==> src/rtl/fast_square_framer.sv <==
// fast_square_framer
// Frames decimated I/Q samples from each frequency-step record window with a
// header {SYNC_WORD, {step_index, sweep_count}} and a trailer
// {~SYNC_WORD, sample_count}, buffered through a small FIFO for rx_buffer.
//
// Ports:
//   clock, reset_n          master clock, async active-low reset
//   enable                  framer enable; low flushes FIFO and window state
//   step_reset, step        sweep / frequency-step pulses
//   record                  record window level
//   in_strobe, i_in, q_in   input sample and valid
//   out_strobe              consumer pop strobe
//   clear_status            clears the sticky overflow flag
//   i_out, q_out, out_valid registered output pair and pop-valid flag
//   overflow                sticky drop flag
//   step_index, sweep_count current step and wrapping sweep count
module fast_square_framer #(
    parameter logic [15:0] SYNC_WORD       = 16'hA5C3,
    parameter int unsigned NUM_FREQ_STEPS  = 32,
    parameter int unsigned FIFO_DEPTH_LOG2 = 4
) (
    input  logic        clock,
    input  logic        reset_n,
    input  logic        enable,
    input  logic        step_reset,
    input  logic        step,
    input  logic        record,
    input  logic        in_strobe,
    input  logic [15:0] i_in,
    input  logic [15:0] q_in,
    input  logic        out_strobe,
    input  logic        clear_status,
    output logic [15:0] i_out,
    output logic [15:0] q_out,
    output logic        out_valid,
    output logic        overflow,
    output logic [7:0]  step_index,
    output logic [7:0]  sweep_count
);

    localparam int unsigned AW        = FIFO_DEPTH_LOG2;
    localparam int unsigned DEPTH     = 1 << AW;
    localparam logic [7:0]  LAST_STEP = 8'(NUM_FREQ_STEPS - 1);

    logic [31:0] r_mem [DEPTH];
    logic [AW:0] r_wptr;
    logic [AW:0] r_rptr;
    logic        r_record_q;
    logic [15:0] r_samp_cnt;
    logic [15:0] r_i_out;
    logic [15:0] r_q_out;
    logic        r_out_valid;
    logic        r_overflow;
    logic [7:0]  r_step_index;
    logic [7:0]  r_sweep_count;

    logic        w_full;
    logic        w_empty;
    logic        w_rise;
    logic        w_samp;
    logic        w_fall;
    logic        w_push_req;
    logic        w_push;
    logic        w_pop;
    logic        w_drop;
    logic [31:0] w_push_word;
    logic [31:0] w_rd_word;

    // FIFO status: the extra pointer bit separates full from empty.
    assign w_empty = (r_wptr == r_rptr);
    assign w_full  = (r_wptr[AW] != r_rptr[AW]) &&
                     (r_wptr[AW-1:0] == r_rptr[AW-1:0]);

    // Window events; edge cycles never carry samples, so at most one push.
    assign w_rise = enable &  record & ~r_record_q;
    assign w_samp = enable &  record &  r_record_q & in_strobe;
    assign w_fall = enable & ~record &  r_record_q;

    assign w_push_req = w_rise | w_samp | w_fall;
    assign w_pop      = enable & out_strobe & ~w_empty;
    // A full FIFO still accepts a word when a pop frees a slot this cycle.
    assign w_push     = w_push_req & (~w_full | w_pop);
    assign w_drop     = w_push_req & ~w_push;

    // Select the word to push for the current window event.
    always_comb begin
        w_push_word = {i_in, q_in};
        if (w_rise) begin
            w_push_word = {SYNC_WORD, r_step_index, r_sweep_count};
        end else if (w_fall) begin
            w_push_word = {~SYNC_WORD, r_samp_cnt};
        end
    end

    assign w_rd_word = r_mem[r_rptr[AW-1:0]];

    // FIFO storage; contents are don't-care until written.
    always_ff @(posedge clock) begin
        if (w_push) begin
            r_mem[r_wptr[AW-1:0]] <= w_push_word;
        end
    end

    // Step and sweep counters track regardless of enable.
    always_ff @(posedge clock or negedge reset_n) begin
        if (!reset_n) begin
            r_step_index  <= '0;
            r_sweep_count <= '0;
        end else if (step_reset) begin
            r_step_index  <= '0;
            r_sweep_count <= r_sweep_count + 8'd1;
        end else if (step) begin
            if (r_step_index == LAST_STEP) begin
                r_step_index  <= '0;
                r_sweep_count <= r_sweep_count + 8'd1;
            end else begin
                r_step_index  <= r_step_index + 8'd1;
            end
        end
    end

    // Framing, FIFO pointers and output register; enable low flushes.
    always_ff @(posedge clock or negedge reset_n) begin
        if (!reset_n) begin
            r_wptr      <= '0;
            r_rptr      <= '0;
            r_record_q  <= 1'b0;
            r_samp_cnt  <= '0;
            r_i_out     <= '0;
            r_q_out     <= '0;
            r_out_valid <= 1'b0;
        end else if (!enable) begin
            r_wptr      <= '0;
            r_rptr      <= '0;
            r_record_q  <= 1'b0;
            r_samp_cnt  <= '0;
            r_out_valid <= 1'b0;
            if (out_strobe) begin
                r_i_out <= '0;
                r_q_out <= '0;
            end
        end else begin
            r_record_q <= record;
            if (w_push) begin
                r_wptr <= r_wptr + (AW+1)'(1);
            end
            if (out_strobe) begin
                if (w_pop) begin
                    r_rptr      <= r_rptr + (AW+1)'(1);
                    r_i_out     <= w_rd_word[31:16];
                    r_q_out     <= w_rd_word[15:0];
                    r_out_valid <= 1'b1;
                end else begin
                    r_i_out     <= '0;
                    r_q_out     <= '0;
                    r_out_valid <= 1'b0;
                end
            end
            // Only samples actually written are counted; saturates at 16'hFFFF.
            if (w_rise) begin
                r_samp_cnt <= '0;
            end else if (w_samp && w_push && (r_samp_cnt != 16'hFFFF)) begin
                r_samp_cnt <= r_samp_cnt + 16'd1;
            end
        end
    end

    // Sticky overflow; a drop in the same cycle beats clear_status.
    always_ff @(posedge clock or negedge reset_n) begin
        if (!reset_n) begin
            r_overflow <= 1'b0;
        end else if (w_drop) begin
            r_overflow <= 1'b1;
        end else if (clear_status) begin
            r_overflow <= 1'b0;
        end
    end

    assign i_out       = r_i_out;
    assign q_out       = r_q_out;
    assign out_valid   = r_out_valid;
    assign overflow    = r_overflow;
    assign step_index  = r_step_index;
    assign sweep_count = r_sweep_count;

endmodule

==> config.mk <==
export PLATFORM = sky130hd
export DESIGN_NAME = fast_square_framer
export DESIGN_NICKNAME = d
export VERILOG_FILES = /design/src/rtl/fast_square_framer.sv
export SDC_FILE = /design/constraint.sdc
export NUM_CORES = 1
export LEC_CHECK = 0
export ABC_AREA = 1
export CAP_MARGIN = 20
export CORE_ASPECT_RATIO = 1.25
export CORE_MARGIN = 5
export CORE_UTILIZATION = 50
export CTS_CLUSTER_DIAMETER = 40
export CTS_CLUSTER_SIZE = 8
export DETAILED_ROUTE_END_ITERATION = 10
export PLACE_DENSITY_LB_ADDON = 0.25
export REMOVE_ABC_BUFFERS = 1
export SYNTH_ARGS = -nofsm -noshare
export SYNTH_HDL_FRONTEND = slang
export SYNTH_SLANG_ARGS = --single-unit
==> constraint.sdc <==
create_clock -name clock -period 4.4 [get_ports clock]
set_input_delay 0.66 -clock clock [delete_from_list [all_inputs] [get_ports clock]]
set_output_delay 0.66 -clock clock [all_outputs]
set_load 0.05 [all_outputs]
Word-level counts from Yosys, hierarchy flattened
Memories as Yosys holds them, arrays and structs flattened.
Cells that the tools add are included.
{ "op_classes": {"add_sub_neg": 5, "multipliers": 0, "div_mod_pow": 0, "order_cmp": 0, "eq_ne": 9, "shift": 0, "mux": 31, "bitwise_logic": 18, "n_reduce_logical": 8} }
{ "op_table": {"columns": ["op", "count"], "rows": [
  ["2-to-1 mux 16 bit", 10],
  ["2-to-1 mux 32 bit", 2],
  ["2-to-1 mux 8 bit", 6],
  ["2-to-1 mux 5 bit", 5],
  ["adder 16 x 1 -> 16 bit, second input constant", 1],
  ["adder 8 x 1 -> 8 bit, second input constant", 2],
  ["!= test 16 bit, second input constant", 1],
  ["adder 5 x 1 -> 5 bit, second input constant", 2],
  ["AND 1 bit", 10],
  ["== test 8 x 5 -> 1 bit, second input constant", 1],
  ["2-to-1 mux 1 bit", 8],
  ["!= test 2 x 1 -> 1 bit, second input constant", 3],
  ["nonzero test 2 bit", 3],
  ["== test 5 bit", 1],
  ["inverter 1 bit", 5],
  ["== test 4 bit", 1],
  ["AND reduction 2 bit", 2],
  ["logical AND 1 bit", 3],
  ["!= test 3 x 1 -> 1 bit, second input constant", 1],
  ["bitwise OR 1 bit", 3],
  ["!= test 1 bit", 1]
]} }
{ "totals": {"ff_bits": 77, "latchBits": 0, "ram_bits": 512, "rom_bits": 0, "in_bits": 41, "output_inout_bits": 50, "word_cells": 82, "n_memories": 1} }
{ "mem_list": {"columns": ["name", "words", "width", "rd", "rd_ports_with_merged_regs", "wr", "line", "rtl"], "rows": [
  ["r_mem", 16, 32, 1, 0, 1, "45", "logic [31:0] r_mem [DEPTH];"]
]} }

Logic depth before layout (Yosys ltp)
{ "depth": {"word_depth": 11, "depth_mapped": 11, "ltp_nobuf": 11} }

Worst setup path after synthesis
No wires, ideal clock.
{ "synth_timing": {"kind": "input to register", "start": "input enable", "end": "memory r_mem[0][0] (enable)", "setup_ps": 421, "t_arrival_ps": 2811, "required_time_ps": 3979, "slack_ps": 1168, "stages": 9, "n_path_buf": 1, "cell_sequence": "buf_4 > inv_2 > nor2_2 > nand2_2 > nand3_2 > nand2_1 > inv_2 > nand2_1 > nor2_1"} }
{ "synth_via": {"elab_chain_cells": 8, "elab_cells_between_ends": 14, "cone_classes": "mux: 2; bitwise: 12"} }
{ "synth_rtl": {"columns": ["item", "line", "rtl"], "rows": [
  ["start: declaration", "24", "input logic enable,"],
  ["AND 1 bit", "75, 76", null],
  ["AND 1 bit (2 in a row)", "76", "assign w_samp = enable & record & r_record_q & in_strobe;"],
  ["bitwise OR 1 bit (2 in a row)", "79", "assign w_push_req = w_rise | w_samp | w_fall;"],
  ["AND 1 bit (*)", "82", "assign w_push = w_push_req & (~w_full | w_pop);"],
  ["2-to-1 mux 1 bit (*)", "99", "if (w_push) begin"],
  ["2-to-1 mux 1 bit (not written as such) (*)", "100", "r_mem[r_wptr[AW-1:0]] <= w_push_word;"],
  ["end: declaration", "45", null]
]} }
Every way passes the cells marked *; elsewhere a longest branch is shown, timed or not.

Worst setup path after layout
{ "layout_timing": {"start": "register r_rptr[3]", "end": "memory r_mem[1][1] (enable)"} }
{ "layout_via": {"elab_chain_cells": 7, "elab_cells_between_ends": 10, "cone_classes": "eq/ne: 2; mux: 2; bitwise: 5; reduce/logical: 1"} }
{ "layout_rtl": {"columns": ["item", "line", "rtl"], "rows": [
  ["start: declaration", "47", "logic [AW:0] r_rptr;"],
  ["start signal: assignment", "149", "r_rptr <= r_rptr + (AW+1)'(1);"],
  ["== test 5 bit / == test 4 bit (equally long branches)", "70, 72", null],
  ["inverter 1 bit / logical AND 1 bit (equally long branches)", "80, 71", null],
  ["AND 1 bit / inverter 1 bit (equally long branches)", "80, 82", null],
  ["bitwise OR 1 bit (*)", "82", null],
  ["AND 1 bit (*)", "82", null],
  ["2-to-1 mux 1 bit (*)", "99", null],
  ["2-to-1 mux 1 bit (not written as such) (*)", "100", null]
]} }
Marks and branches as above.

==> impl_metrics.yaml <==
outcome:
  status: "finished, final reports clean"
clock_network:
  clk_latency_ns: 0.60
  clockBufferDepth: 3
  post_cts_resized: 0
  clock-sinks: 589
  cts_setup_buffers: 0
  hold_buffers: 0
  htreeDepth: 3
  cts-root-buf: "clkbuf_16"
  cts_tree: "done"
  clk_pin_slew_ns: 0.05
  cts_buffers: 86
yosys:
  netlist_area_um2: 24400
  yosysWarningCount: 0
  synth_top_flop_cell: "edfxtp_1"
  netlist_top_cells_count: "nand2_1 (727), nand3_1 (533), edfxtp_1 (512)"
  post-synth-top-area-fraction_pct: 62.9
  synth.area.top_cells: "edfxtp_1 (63%), nand2_1 (11%), nand3_1 (11%), dfrtp_1 (7.9%), buf_2 (1.3%)"
  synth_cell_types: 32
  yosys.area.top_type: "edfxtp_1"
  synth-async-reset-ratio_pct: 13.1
  synth_edf_count: 512
  syn_area_per_cell_um2: 11.2
  seq_area_frac_synth_pct: 70.8
  synthCells: 2183
  post-synth-top-count-cell: "nand2_1"
  ys_ff_latch: 589
routing:
  first_iter_violations: 1468
  wl_per_cell_um: 20.8
  via_count: 16800
  drc: 0
  antenna_left: 0
  wl_mm: 62.4
  drt_pass1_iterations: 6
  vias_per_cell: 5.59
setup_path:
  r2r_end: "r_mem[1][1]$_DFFE_PP_"
  startpoint_type: "flip-flop"
  crit_path_end_kind: "flip-flop"
  cp.required_ns: 4.69
  path_cells: "nand2_1, nand2_1, nor2_2, nand3_2, nand2_1, inv_2, nand2_1, nor2_4, buf_12"
  rrSetupSlack_ns: 1.38
  crit_arrival_ns: 3.32
  startpoint: "r_rptr[3]$_DFFE_PN0P_"
  cp_max_fo: 37
  r2r_cells: 9
  reg2reg_from: "r_rptr[3]$_DFFE_PN0P_"
  crit_slowest_cell: "dfrtp_2"
  cpMostUsedCell: "nand2_1"
  slowest_delay_ns: 1.00
  criticalPathCategory: "reg2reg"
global_route:
  antenna_found_initial: 0
  grt_max_degree: 203
  grt_pass1_vias: 16600
  grt_remaining_overflow: 0
  track_usage_pct: 23.0
  grt_pass1_wl_mm: 95.8
placed_design:
  port-buffer-count: 90
  hpwl_mm: 35.7
  gp_congestion: 0.873
die:
  ios: 91
  die_w_um: 208
  die-area_um2: 53400
  core_area_um2: 48300
  rows: 90
  start_util_pct: 50.6
  dieHeight_um: 257
sta:
  rsz0062_at_grt: "false"
  relSlewSlack_pct: 29.7
  hold_viol_final: 0
  fin_worst_skew_ns: 0.0187
  whs_ns: 0.119
  fin_crit_sh_pct: 68.7
  worst_pin_slew_ns: 1.05
  setup_violations: 0
  fmax_ghz: 0.331
  period_minus_slack_ns: 3.02
  slew_violations: 0
power_and_ir_drop:
  vdd_drop_max_v: 0.000426
  p_per_area_nw_per_um2: 509
  power_leakage_nw: 10.8
  total_power_mw: 14.7
cells_and_area:
  drive_gt1_share_pct: 8.41
  syn_to_final_growth_pct: 17.9
  nets: 2331
  diodes: 0
hold_path:
  hold_class: "in2async"
flow_run:
  drv_cap: 0
[metal layers]
layer / vias up / share of wire [%] / track usage (%)
met3: 120 / 7.3 / 4.20
met2: 741 / 50 / 38.9
met5: - / 0 / 0
li1: 7824 / - / -
met4: 0 / 2.7 / 7.67
met1: 8081 / 40 / 30.3
[kinds of logic after synthesis]
kind of cell,after synthesis,synth area share (%)
simple gates,1335,23.6
flops,589,70.8
buf+inv,193,3.48
compound gates,36,0.942
xor+xnor,22,0.788
fa+ha+maj,8,0.409
[metrics by stage]
step	util (%)	area [um2]	instances	worst slack (ns)	setup TNS [ns]
2_1_floorplan	-	23800	2055	-5.16	-2909.19
3_3_place_gp	54.2	26200	2832	0.971	0
3_5_place_dp	54.3	26200	2834	0.946	0
4_1_cts	59.6	28800	2993	1.41	0
5_1_grt	59.7	28800	2997	1.20	0
6_report	59.7	28800	2997	1.38	0
[power breakdown]
part | internal (mW) | switching (mW) | total, mW
logic | 0.597 | 1.55 | 2.15
clock network | 3.82 | 2.29 | 6.11
registers | 6.30 | 0.0997 | 6.40
[critical path, delay by kind of cell (launching register included)]
family	cells	cell delay [ns]
flops	1	1.00
buf+inv	2	0.43
simple gates	7	1.28
[sequential cells by signal, summed over array words and instances (netlist names), 5 cells and up]
register / count
r_samp_cnt: 16
i_out: 16
r_mem: 512
r_wptr: 5
q_out: 16
sweep_count: 8
r_rptr: 5
step_index: 8
[worst max path at each step]
stage	slack, ns	depth (start not counted)	to
6_report	1.38	9	r_mem[1][1]$_DFFE_PP_
5_1_grt	1.20	9	r_mem[1][26]$_DFFE_PP_
4_1_cts	1.41	9	r_mem[1][26]$_DFFE_PP_
3_5_place_dp	0.95	10	r_mem[1][12]$_DFFE_PP_
3_3_place_gp	0.97	10	r_mem[1][15]$_DFFE_PP_
2_1_floorplan	-5.16	9	r_mem[12][0]$_DFFE_PP_
[cell usage in the layout, fill, tap and decap left out, types with 4 or more instances in the layout]
cell	Yosys	final
nand2_1	727	727
nand3_1	533	533
edfxtp_1	512	512
clkbuf_16	0	90
clkdlybuf4s50_1	0	89
dfrtp_1	77	73
clkbuf_1	40	60
inv_1	51	51
buf_4	3	34
nor2_1	45	29
xor2_1	19	19
nor2_4	2	18
buf_12	0	16
inv_2	13	11
nor3_1	10	10
o211ai_1	8	8
o21ai_1	8	8
ha_1	8	8
o221ai_1	7	7
o21ai_0	7	7
nand2_2	5	5
nand4_1	4	4
[layout make-up]
class,instances,area (um2)
fillers,3775,19500
flip-flops and latches,589,17300
multi-input cells,1401,6410
clock buffers,152,2500
repair buffers,139,1470
well taps,644,806
inverters,65,251
clock inverters,7,62.6
(Power assumes the default switching activity.)
